**src/rtl/fetch_pkg.sv**
```systemverilog
// rtl/fetch_pkg.sv - shared defaults and entry type for the instruction fetch front end
//
// Holds the default address/instruction widths, the default reset PC, the
// instruction size in bytes and the packed {instr, pc} entry used by the FIFO.
package fetch_pkg;

  localparam int DEFAULT_ADDR_WIDTH  = 64;
  localparam int DEFAULT_INSTR_WIDTH = 32;
  localparam logic [DEFAULT_ADDR_WIDTH-1:0] DEFAULT_RESET_PC = '0;
  localparam int INSTR_BYTES = 4;

  typedef struct packed {
    logic [DEFAULT_INSTR_WIDTH-1:0] instr;
    logic [DEFAULT_ADDR_WIDTH-1:0]  pc;
  } fetch_entry_t;

endpackage

```
**src/rtl/fetch_fifo.sv**
```systemverilog
// rtl/fetch_fifo.sv - small synchronous FIFO with flush, used for fetched words and PC tags
//
// Ports:
//   clk, resetN        clock, asynchronous active-low reset
//   i_push, i_data     write one entry
//   i_pop              remove the head entry (ignored when empty)
//   i_flush            drop every entry; dominates push and pop
//   o_data             head entry (stale when empty)
//   o_full, o_empty    status
//   o_count            number of valid entries, 0..DEPTH
module fetch_fifo
  import fetch_pkg::*;
#(
  parameter int  DEPTH = 4,
  parameter type T     = fetch_entry_t
) (
  input  logic                     clk,
  input  logic                     resetN,
  input  logic                     i_push,
  input  T                         i_data,
  input  logic                     i_pop,
  input  logic                     i_flush,
  output T                         o_data,
  output logic                     o_full,
  output logic                     o_empty,
  output logic [$clog2(DEPTH):0]   o_count
);

  localparam int AW = $clog2(DEPTH);
  localparam int CW = AW + 1;

  T               r_mem [DEPTH];
  logic [AW-1:0]  r_rd_ptr;
  logic [AW-1:0]  r_wr_ptr;
  logic [CW-1:0]  r_count;
  logic           w_do_push;
  logic           w_do_pop;

  assign o_full    = (r_count == CW'(DEPTH));
  assign o_empty   = (r_count == '0);
  assign w_do_pop  = i_pop && !o_empty;
  // A simultaneous pop frees the slot, so a push into a full FIFO is legal then.
  assign w_do_push = i_push && (!o_full || w_do_pop);

  always_ff @(posedge clk or negedge resetN) begin
    if (!resetN) begin
      r_rd_ptr <= '0;
      r_wr_ptr <= '0;
      r_count  <= '0;
    end else if (i_flush) begin
      r_rd_ptr <= '0;
      r_wr_ptr <= '0;
      r_count  <= '0;
    end else begin
      if (w_do_push) r_wr_ptr <= r_wr_ptr + 1'b1;
      if (w_do_pop)  r_rd_ptr <= r_rd_ptr + 1'b1;
      r_count <= r_count + CW'(w_do_push) - CW'(w_do_pop);
    end
  end

  // Storage needs no reset: the empty flag qualifies every read.
  always_ff @(posedge clk) begin
    if (w_do_push && !i_flush) r_mem[r_wr_ptr] <= i_data;
  end

  assign o_data  = r_mem[r_rd_ptr];
  assign o_count = r_count;

  a_no_overflow: assert property (@(posedge clk) disable iff (!resetN)
    !(i_push && o_full && !i_pop && !i_flush));

endmodule

```
**src/rtl/fetch_queue.sv**
```systemverilog
// rtl/fetch_queue.sv - instruction fetch front end: PC, credit-limited requests, response FIFO, redirect flush
//
// Optional feature macro: FETCH_QUEUE_BYPASS_EN (same-cycle forwarding of a
// response to the output when the FIFO is empty).
//
// Ports:
//   clk, resetN                     clock, asynchronous active-low reset
//   imemReqValid/Ready/Addr         in-order fetch requests, 4-byte aligned
//   imemRespValid/Data              in-order instruction returns
//   redirectValid/redirectPc        branch redirect: flush and refetch
//   outValid/outReady/outInstr/outPc  instruction + PC to decode
//   occupancy                       valid FIFO entries
module fetch_queue
  import fetch_pkg::*;
#(
  parameter int ADDR_WIDTH  = DEFAULT_ADDR_WIDTH,
  parameter int INSTR_WIDTH = DEFAULT_INSTR_WIDTH,
  parameter int DEPTH       = 4,
  parameter logic [ADDR_WIDTH-1:0] RESET_PC = ADDR_WIDTH'(DEFAULT_RESET_PC)
) (
  input  logic                     clk,
  input  logic                     resetN,
  output logic                     imemReqValid,
  input  logic                     imemReqReady,
  output logic [ADDR_WIDTH-1:0]    imemReqAddr,
  input  logic                     imemRespValid,
  input  logic [INSTR_WIDTH-1:0]   imemRespData,
  input  logic                     redirectValid,
  input  logic [ADDR_WIDTH-1:0]    redirectPc,
  output logic                     outValid,
  input  logic                     outReady,
  output logic [INSTR_WIDTH-1:0]   outInstr,
  output logic [ADDR_WIDTH-1:0]    outPc,
  output logic [$clog2(DEPTH):0]   occupancy
);

  localparam int CW = $clog2(DEPTH) + 1;

  typedef struct packed {
    logic [INSTR_WIDTH-1:0] instr;
    logic [ADDR_WIDTH-1:0]  pc;
  } entry_t;

  logic [ADDR_WIDTH-1:0] r_fetch_pc;
  logic [CW-1:0]         r_outstanding;
  logic [CW-1:0]         r_discard;

  logic                  w_req_fire;
  logic                  w_resp_live;
  logic                  w_bypass;
  logic                  w_push;
  logic                  w_pop;
  logic                  w_fifo_empty;
  logic                  w_fifo_full;
  logic [CW-1:0]         w_count;
  entry_t                w_push_entry;
  entry_t                w_head;
  logic [ADDR_WIDTH-1:0] w_tag_pc;
  logic                  w_tag_empty;
  logic                  w_tag_full;
  logic [CW-1:0]         w_tag_count;
  logic [CW:0]           w_credit_used;
  logic [CW-1:0]         w_out_after_resp;

  // Every buffered word and every in-flight request (stale ones included)
  // holds a credit, which is what keeps the FIFO from ever overflowing.
  assign w_credit_used = {1'b0, w_count} + {1'b0, r_outstanding};
  assign imemReqValid  = resetN && !redirectValid && (w_credit_used < (CW+1)'(DEPTH));
  assign imemReqAddr   = r_fetch_pc;
  assign w_req_fire    = imemReqValid && imemReqReady;

  assign w_resp_live   = imemRespValid && (r_discard == '0) && !redirectValid;

`ifdef FETCH_QUEUE_BYPASS_EN
  assign w_bypass = w_resp_live && w_fifo_empty;
`else
  assign w_bypass = 1'b0;
`endif

  // A bypassed word taken by the consumer this cycle never enters the FIFO.
  assign w_push       = w_resp_live && !(w_bypass && outReady);
  assign w_push_entry = '{instr: imemRespData, pc: w_tag_pc};
  assign w_pop        = !w_fifo_empty && outReady;

  assign outValid  = !w_fifo_empty || w_bypass;
  assign occupancy = w_count;

  always_comb begin
    outInstr = '0;
    outPc    = '0;
    if (!w_fifo_empty) begin
      outInstr = w_head.instr;
      outPc    = w_head.pc;
    end else if (w_bypass) begin
      outInstr = imemRespData;
      outPc    = w_tag_pc;
    end
  end

  fetch_fifo #(
    .DEPTH (DEPTH),
    .T     (entry_t)
  ) u_data_fifo (
    .clk     (clk),
    .resetN  (resetN),
    .i_push  (w_push),
    .i_data  (w_push_entry),
    .i_pop   (w_pop),
    .i_flush (redirectValid),
    .o_data  (w_head),
    .o_full  (w_fifo_full),
    .o_empty (w_fifo_empty),
    .o_count (w_count)
  );

  // PCs of live in-flight requests, oldest first; discarded responses never pop it.
  fetch_fifo #(
    .DEPTH (DEPTH),
    .T     (logic [ADDR_WIDTH-1:0])
  ) u_tag_fifo (
    .clk     (clk),
    .resetN  (resetN),
    .i_push  (w_req_fire),
    .i_data  (r_fetch_pc),
    .i_pop   (w_resp_live),
    .i_flush (redirectValid),
    .o_data  (w_tag_pc),
    .o_full  (w_tag_full),
    .o_empty (w_tag_empty),
    .o_count (w_tag_count)
  );

  // No request issues in a redirect cycle, so only a response can change it then.
  assign w_out_after_resp = r_outstanding - CW'(imemRespValid);

  always_ff @(posedge clk or negedge resetN) begin
    if (!resetN) begin
      r_fetch_pc    <= RESET_PC;
      r_outstanding <= '0;
      r_discard     <= '0;
    end else if (redirectValid) begin
      r_fetch_pc    <= redirectPc & ~ADDR_WIDTH'(INSTR_BYTES - 1);
      r_outstanding <= w_out_after_resp;
      // Everything still in flight is now stale and must be thrown away.
      r_discard     <= w_out_after_resp;
    end else begin
      if (w_req_fire) r_fetch_pc <= r_fetch_pc + ADDR_WIDTH'(INSTR_BYTES);
      r_outstanding <= w_out_after_resp + CW'(w_req_fire);
      if (imemRespValid && (r_discard != '0)) r_discard <= r_discard - 1'b1;
    end
  end

  a_credit_cap: assert property (@(posedge clk) disable iff (!resetN)
    w_credit_used <= (CW+1)'(DEPTH));
  a_tag_present: assert property (@(posedge clk) disable iff (!resetN)
    !(w_resp_live && w_tag_empty));
  a_tag_room: assert property (@(posedge clk) disable iff (!resetN)
    !(w_req_fire && w_tag_full));
  a_tag_bound: assert property (@(posedge clk) disable iff (!resetN)
    w_tag_count <= r_outstanding);
  a_full_blocks: assert property (@(posedge clk) disable iff (!resetN)
    !(w_fifo_full && imemReqValid));

endmodule

```
**config.mk**
```make
export PLATFORM = sky130hd
export DESIGN_NAME = fetch_queue
export DESIGN_NICKNAME = d
export VERILOG_FILES = /design/src/rtl/fetch_pkg.sv /design/src/rtl/fetch_fifo.sv /design/src/rtl/fetch_queue.sv
export SDC_FILE = /design/constraint.sdc
export NUM_CORES = 1
export LEC_CHECK = 0
export BUFFER_PORTS_ARGS = -buffer_cell sky130_fd_sc_hd__buf_4
export CORE_MARGIN = 4
export CORE_UTILIZATION = 55
export DETAILED_ROUTE_END_ITERATION = 12
export GPL_ROUTABILITY_DRIVEN = 1
export GPL_TIMING_DRIVEN = 0
export PLACE_DENSITY = 0.75
export SKIP_CTS_REPAIR_TIMING = 1
export SYNTH_ARGS = -nofsm -noshare
export SYNTH_HDL_FRONTEND = slang
export SYNTH_SLANG_ARGS = --single-unit
export TNS_END_PERCENT = 5
```
**constraint.sdc**
```tcl
create_clock -name clk -period 4.6 [get_ports clk]
set_input_delay 0.23 -clock clk [delete_from_list [all_inputs] [get_ports clk]]
set_output_delay 0.23 -clock clk [all_outputs]
set_load 0.02 [all_outputs]
```
==> results of run 1 <==
-- kinds of logic after synthesis --
logic type	after synthesis	synth area share, %
xor gates and xnor gates	17	0.523
other	1	0.0132
AOI/OAI and AO/OA	134	3.22
DFF	706	73.0
and+or+nand+nor	395	7.88
buffers and inverters	111	1.66
adders and majority gates	23	1.06
muxes	164	12.6
-- final cells by class --
cell class                      count  area (um^2)
Sequential cell                   706        20800
Timing Repair Buffer              359         3100
Tap cell                          680          851
Clock buffer                       93         1990
Buffer                             81          360
Fill cell                        3351        16500
Clock inverter                     36          365
Multi-Input combinational cell    737         7250
Inverter                           30          113
-- worst max-delay path: cells and delay by family --
| family | cells | cell delay [ps] |
|---|---|---|
| simple gates | 3 | 1330 |
| compound gates | 1 | 550 |
| buf+inv | 4 | 2130 |
-- cells in the final DEF, fill, tap and decap left out, drive strengths merged, types with 42 or more instances in the layout --
cell and count:
edfxtp 624, nor2 42, mux4 156, dfrtp 82, clkbuf 138, nand2 78
dlygate4sd3 90, and2 112, nand3 43, buf 305
-- worst max path at each step --
stage	end	cells past startpoint
finish	u_tag_fifo.r_mem[0][8]	8
global route	u_tag_fifo.o_count[2]	12
CTS	outPc[14]	6
floorplan	u_data_fifo.r_mem[0][10]	5
global placement	u_data_fifo.r_mem[0][92]	5
detailed placement	u_tag_fifo.r_mem[0][12]	7
-- stage by stage --
step,area (um^2),power [mW]
after floorplan,28500,9.94
after global placement,31300,11.5
after detailed placement,31600,11.6
after CTS,33900,17.3
after global routing,34800,17.9
final,34800,17.3
-- power groups by stage --
stage	logic (mW)	registers (mW)	clock network (mW)
3_3_place_gp	3.71	7.78	0
3_5_place_dp	3.78	7.79	0
2_1_floorplan	2.17	7.77	0
4_1_cts	3.80	7.66	5.87
5_1_grt	4.08	7.69	6.14
6_report	3.81	7.67	5.78
-- layer usage --
metal	part of all wire (%)	vias up	GRT usage, %	wire length [um]
met4	2.9	0	7.21	2080
met2	49	837	39.9	35000
met5	0	-	0	0
li1	-	7108	-	-
met1	39	8620	35.5	28400
met3	8.9	123	6.15	6410
-- registers in the layout, summed over array words and instances, names as in the netlist --
name	count
u_data_fifo.r_wr_ptr	2
u_tag_fifo.o_count	3
u_data_fifo.o_count	3
u_tag_fifo.r_mem	248
u_tag_fifo.r_rd_ptr	2
u_tag_fifo.r_wr_ptr	2
u_data_fifo.r_mem	376
u_data_fifo.r_rd_ptr	2
imemReqAddr	62
r_outstanding	3
r_discard	3
==> out/summary.md, run 1 <==
Max-cap violations in this run came to 0. The path with the worst hold slack has its endpoint at imemReqAddr[50]. The register bit total from synthesis is 706.

The peak supply drop came out at 0.303 mV. 267 I/O pins were placed. The biggest area contributor in the post-synthesis netlist is edfxtp_1. Sorting the synthesized cells by area gives the leading types as edfxtp_1 (66%), mux4_2 (12%), dfrtp_1 (7.2%). The run gives 2110 as the layout net count. The cell area power density is 496 nW/um^2, and the worst stage delay on the critical path is 810 ps.

The core area is 51300 um^2, and the width of the chip is 236 um. Static timing analysis puts the maximum clock frequency at 0.244 GHz. Final hold analysis gives a worst-case slack of 2.05 ps. Number of standard cells in the layout, taps in and fillers out: 2722. After clock tree synthesis, the clock-pin slew on the worst setup and hold paths is 60 ps. Of the cells placed in the final design, the portion with a size suffix greater than 1 is 28.4%. Data arrives at the worst endpoint at 4370 ps. Relative to the synthesized area, the layout overhead comes to 22.2%. Detailed placement ended at an HPWL of 46.5 mm. The number of antenna violations at the first check in global routing was 0; the part of the power in registers was 44.4%. In this run the worst path has a maximum fanout of 83.

Kind of end point of the critical path: a flop. In the final timing run, aggregate negative setup slack is 0 ps. The type of the tightest min-delay check was in -> reg. Walking the worst path, the cells encountered are dlygate4sd3_1 > buf_4 > nor2b_1 > nand4_1 > clkbuf_1 > a31oi_2 > and2_4 > buf_12. The worst setup path is of the in -> reg kind. Before antenna repair, the detailed router went through 5 iterations. TritonCTS built the clock tree. Detailed routing inserted a total of 16700 vias. The count of endpoints failing setup in the final report was 0; the required time of the worst setup path was 4870 ps. The overall fraction of global-route tracks in use was 25.2%.

The count of input and output buffers works out to 259. The switching share of power was 27.9%. The detail route stage leaves a number of antenna-violating nets equal to 0.

Die height: 236 um. The most used flip-flop cell after synthesis is edfxtp_1. Cells fill 67.9% of the core in the end.

The headroom to the max-slew limit is 20.0%. The fraction of post-synthesis cell area in the top cell type by area came out at 65.8%. The first-iteration detailed-routing DRC count came out at 1681. The instance count of the mapped netlist is 1551. The flow ran to the end, and the final reports show no timing, DRC or antenna violations. The run gives 33.5% as the share of power burned in the clock network.

The worst setup path is launched from an input pin. The hold violation total from the final report is 0, and the number of distinct standard cells referenced by the synthesized netlist is 58. The tools report the CTS sink count as 706. Dividing the synthesized area by the synthesized cell count gives 18.4 um^2. The clock reaches the later pin of the worst-skew pair after 610 ps.

The internal power contribution is 12.5 mW. The logs give 2503 for the placed instance count and 22.5 ps for the worst clock skew on the final layout. Entering global routing, the biggest net connects 84 pins. The worst register-to-register path begins at u_data_fifo.o_count[2].

The run gives 3 as the H-tree depth. Yosys printed 0 warnings. The worst path in the final design needs a cycle of 4100 ps, including I/O delays and setup. Highest-delay cell along the critical path: buf_4.

The max-slew violation count was 0; the switching power of the nets was 4.81 mW. The run gives 55.5% as the starting utilization of the core area. For the final weighted congestion in routability-driven placement, the log shows 0.900. The first global-routing pass estimated 105 mm of wire.

In this run the register-to-register setup slack is 780 ps. Setup slack closes at 504 ps. After synthesis, the most frequently instantiated cells are edfxtp_1 (624), mux4_2 (156), and2_1 (112). The number of clock buffers inserted by TritonCTS is 70, and the fraction of registers with async set/reset is 11.6%.

The remaining design rule violation count came out at 0. The startpoint identified for the worst hold timing path is redirectPc[50]. In this run the worst setup path begins at resetN. The placement row count is 83, and the cell depth of the worst flop-to-flop path is 7. The share of total power in combinational logic is 22.1%.

Before CTS, the worst setup slack after placement is 448 ps. Among all cell types in the netlist, the one instantiated most often is edfxtp_1. For this design the static power due to leakage is 11.9 nW.

The total congestion overflow is 0. The die covers 55500 um^2. The worst register-to-register path ends at u_tag_fifo.r_mem[0][8].

For the portion of the post-synthesis area used by sequential elements, the log shows 73.0%. Setup repair after global routing left no endpoint under its margin. Dividing the detail-routed wire length by the instance count gives 26.4 um. The count of antenna diodes in the layout is 0.

Dividing the final minimum period by the clock period gives 89.0%. The average vias per placed instance was 6.13. Buffer type at the clock tree root: clkbuf_16. The transition time of the tightest slew-check pin came out at 1200 ps. Summing every instance area after synthesis gives 28500 um^2. Wires add up to 71.8 mm.

Along the worst hold path, the cell count comes to 4. No sink is reached through more buffers than the 3 on the longest clock path. Counting flops with a built-in enable in the synthesized netlist gives 624. The number of global-route vias before repair was 16300.
(Power assumes the default switching activity.)
==> run 2, diff against run 1 <==
--- a/config.mk
+++ b/config.mk
@@ -5,6 +5,7 @@
 export SDC_FILE = /design/constraint.sdc
 export NUM_CORES = 1
 export LEC_CHECK = 0
+export ABC_AREA = 1
 export BUFFER_PORTS_ARGS = -buffer_cell sky130_fd_sc_hd__buf_4
 export CORE_MARGIN = 4
 export CORE_UTILIZATION = 55
==> run 2 against run 1 <==
  * The flow now finishes with violations (hold timing)
  * Utilization about the same
  * Non-clock buffer count is 81 higher
  * Die area rose by 4.4%
  * Global-route usage increased by 3.1 points
  * Sequential power is 3.0% higher
  * Clock power fell by 3.5%
  * Highest routed layer unchanged
==> out/summary.md, run 2 <==
The finished cells cover 36500 um^2. Setup total negative slack on the finished layout was measured at 0 ps. The area growth from synthesis to layout works out to 22.4%.

The max-slew violation count came out at 0. Register bank with the most flops: u_data_fifo.r_mem. Endpoint arrival time on the critical path: 3330 ps. The total congestion overflow is 0.

The clock drives 706 sinks. For this run, the slowest stage of the critical path takes 780 ps. The final design utilization is 67.9%, and the number of antenna violations at the first check in global routing is 0. In this run the static leakage power is 13.7 nW.

The synthesized netlist occupies a cell area of 29800 um^2. The logs give 69.8% for the portion of the post-synthesis area used by sequential elements and 0 for the count of antenna diodes in the layout. The number of global-route vias before repair was 21200. During placement, the flow inserted port buffers numbering 260. The latest clock arrival within the worst-skew pair came out at 610 ps. Max-cap violations in this run came to 0. For the required time of the worst setup path, the log shows 4370 ps. The tools report the buffer type at the clock tree root as clkbuf_16.

The number of cells on the worst reg-to-reg path is 10. In the post-synthesis netlist, the cell with the most instances is nor2_1. Global routing used 28.2% of the available tracks across all layers. The fraction of post-synthesis cell area in the top cell type by area was 62.9%; the final weighted congestion in routability-driven placement was 0.977. Synthesis instantiated 34 different standard cells from the library. The total of warnings raised by yosys was 0; the post-route clock period utilization was 77.3%.

Measured along the y axis, the die boundary spans 241 um. 267 I/O pins were placed. Measured against its own limit, the worst slew margin works out to 24.2%. Area enclosed by the die boundary: 57900 um^2. In the routed design, unresolved DRC markers number 0. Highest-delay cell along the critical path: nor2_1. Detailed placement ended at an HPWL of 57.0 mm.

At the end of the flow, the number of nets in the layout was 3298. After detailed placement, the total cell area comes to 33300 um^2. The floorplan step defined a core boundary enclosing 53700 um^2.

The cell count after synthesis came out at 2718. The tools report the kind of end point of the critical path as an output pin. For the number of vias in the routed layout, the log shows 22400. Transition time of the tightest slew-check pin: 1140 ps. Among all flip-flop cells after synthesis, the most frequent one is edfxtp_1. Setup repair after global routing left no endpoint under its margin. TritonCTS built the clock tree. After synthesis the netlist holds a flip-flop and latch count of 706.

The final reports fail on hold timing. Once detail routing completed, the nets flagged for antenna violations numbered 0. The first-iteration detailed-routing DRC count was 2133. The critical path goes through or2_2 > nor2_1 > buf_2 > buf_2 > a21oi_1 > buf_4. Across the VDD grid, the largest voltage drop is 0.287 mV.

In this run, synthesis inferred 624 flip-flops with an integrated enable. The cell repeated most along the worst path is buf_2. The buffers plus inverters on the worst setup path was 3. The commonest cells after synthesis are nor2_1 (632), edfxtp_1 (624), nand2_1 (379).

The first global-routing pass estimated 124 mm of wire. In this run the deepest clock path goes through 3 buffers. The first detailed-routing pass took 7 iterations. The register with the most flip-flops in the layout has 376 of them. Share of layout cells above drive strength 1: 13.4%. The top cell types in the final layout, fill and taps aside, are nor2_1 (624), edfxtp_1 (624), nand2_1 (379). The H-tree was split into 3 levels. Along the worst hold path, the cell count comes to 5. The mean post-synth cell area was 11.0 um^2; the average vias per placed instance was 5.72. The average wire length per cell after detail routing was 21.5 um.

The run finished, with violations left. The category of the most critical setup path is reg -> out. Timing would allow up to 0.281 GHz.

For the largest net degree at the start of global routing, the log shows 84. Between clock sinks in the finished design, the worst skew comes to 18.4 ps. The tightest min-delay check is of the in -> reg type. The kind of cell with the highest combined delay along the critical path is simple AND/OR/NAND/NOR gates. Row generation in the floorplan step produced 85 rows.

The hold violation total from the final report came out at 1. STA classifies the critical path startpoint as a flop. Sorting the synthesized cells by area gives the leading types as edfxtp_1 (63%), nor2_1 (8.0%), dfrtp_1 (6.9%). The completed layout was analyzed and its total power is 18.0 mW.

edfxtp_1 takes more of the synthesized area than any other cell. The count of endpoints failing setup in the final report came out at 0. The clock period could shrink to 3560 ps.

Counting flops with an async set or reset pin after synthesis yields a share of 11.6%. Counting buffers and inverters, the worst setup path is 6 cells deep. In this run the worst path has a maximum fanout of 10. The detailed-route wire length was 84.3 mm; the final hold slack was -23.3 ps.

The initial utilization of the core area, before any placement, comes to 55.5%. The width of the chip is 241 um. Clock-pin slew was measured on the worst setup and hold paths at 60 ps. Buffers inserted during clock tree synthesis total 72. Dividing total power by cell area gives a power density of 493 nW/um^2.
==> run 2: logic make-up after synthesis <==
group | after synthesis | synth area share [%]
adder cells (fa/ha/maj) | 23 | 1.02
XOR/XNOR | 32 | 0.941
buffers and inverters | 280 | 3.68
flip-flops | 706 | 69.8
AO/OA/AOI/OAI | 508 | 9.00
other | 1 | 0.0126
AND/OR/NAND/NOR | 1168 | 15.6
==> run 2: area by class of cell <==
type                       count  area (um^2)
multi-input combinational   1735         7970
sequential                   706        20800
clock inverter                32          250
tap                          696          871
buffer                       143          582
fill                        3757        17300
inverter                     137          514
timing repair buffer         378         3500
clock buffer                  97         1980
==> run 2: per-layer routing <==
metal  global-route usage, %  up-vias  wire length [um]
met3                    4.17      164              7580
met4                    11.1        0              3130
met5                       0        -                 0
li1                        -    10300                 -
met1                    38.3    10800             32600
met2                    46.8     1159             40900
==> run 2: path summary, 6_finish.rpt <==
kind,endpoint,start,slack (ps)
max,outPc[35],u_data_fifo.o_count[1],1040
min,imemReqAddr[22],redirectPc[22],-20
max reg2reg,u_data_fifo.o_count[2],u_data_fifo.o_count[1],1360
min reg2reg,r_discard[2],r_discard[2],540
max in group asynchronous,imemReqAddr[8],resetN,3470
min in group asynchronous,imemReqAddr[43],resetN,340
==> run 2: worst min-delay path: stages <==
cell and delay [ps]:
buf_4 80, nand2_1 80, nand2_1 80, inv_1 40, nand2_1 40
==> run 2: per-stage QoR <==
| step | worst slack [ps] | std cells |
|---|---|---|
| floorplan | -762 | 2721 |
| finish | 1040 | 3924 |
| detailed placement | 1140 | 3702 |
| global route | 886 | 3924 |
| CTS | 1100 | 3831 |
| global placement | -4150 | 3677 |
==> run 2: report_power, final <==
group	leakage, nW	total (mW)	switching [mW]	internal [mW]
clock	1.08	5.58	2.38	3.20
sequential	6.65	7.90	0.450	7.45
combinational	5.98	4.50	2.99	1.52
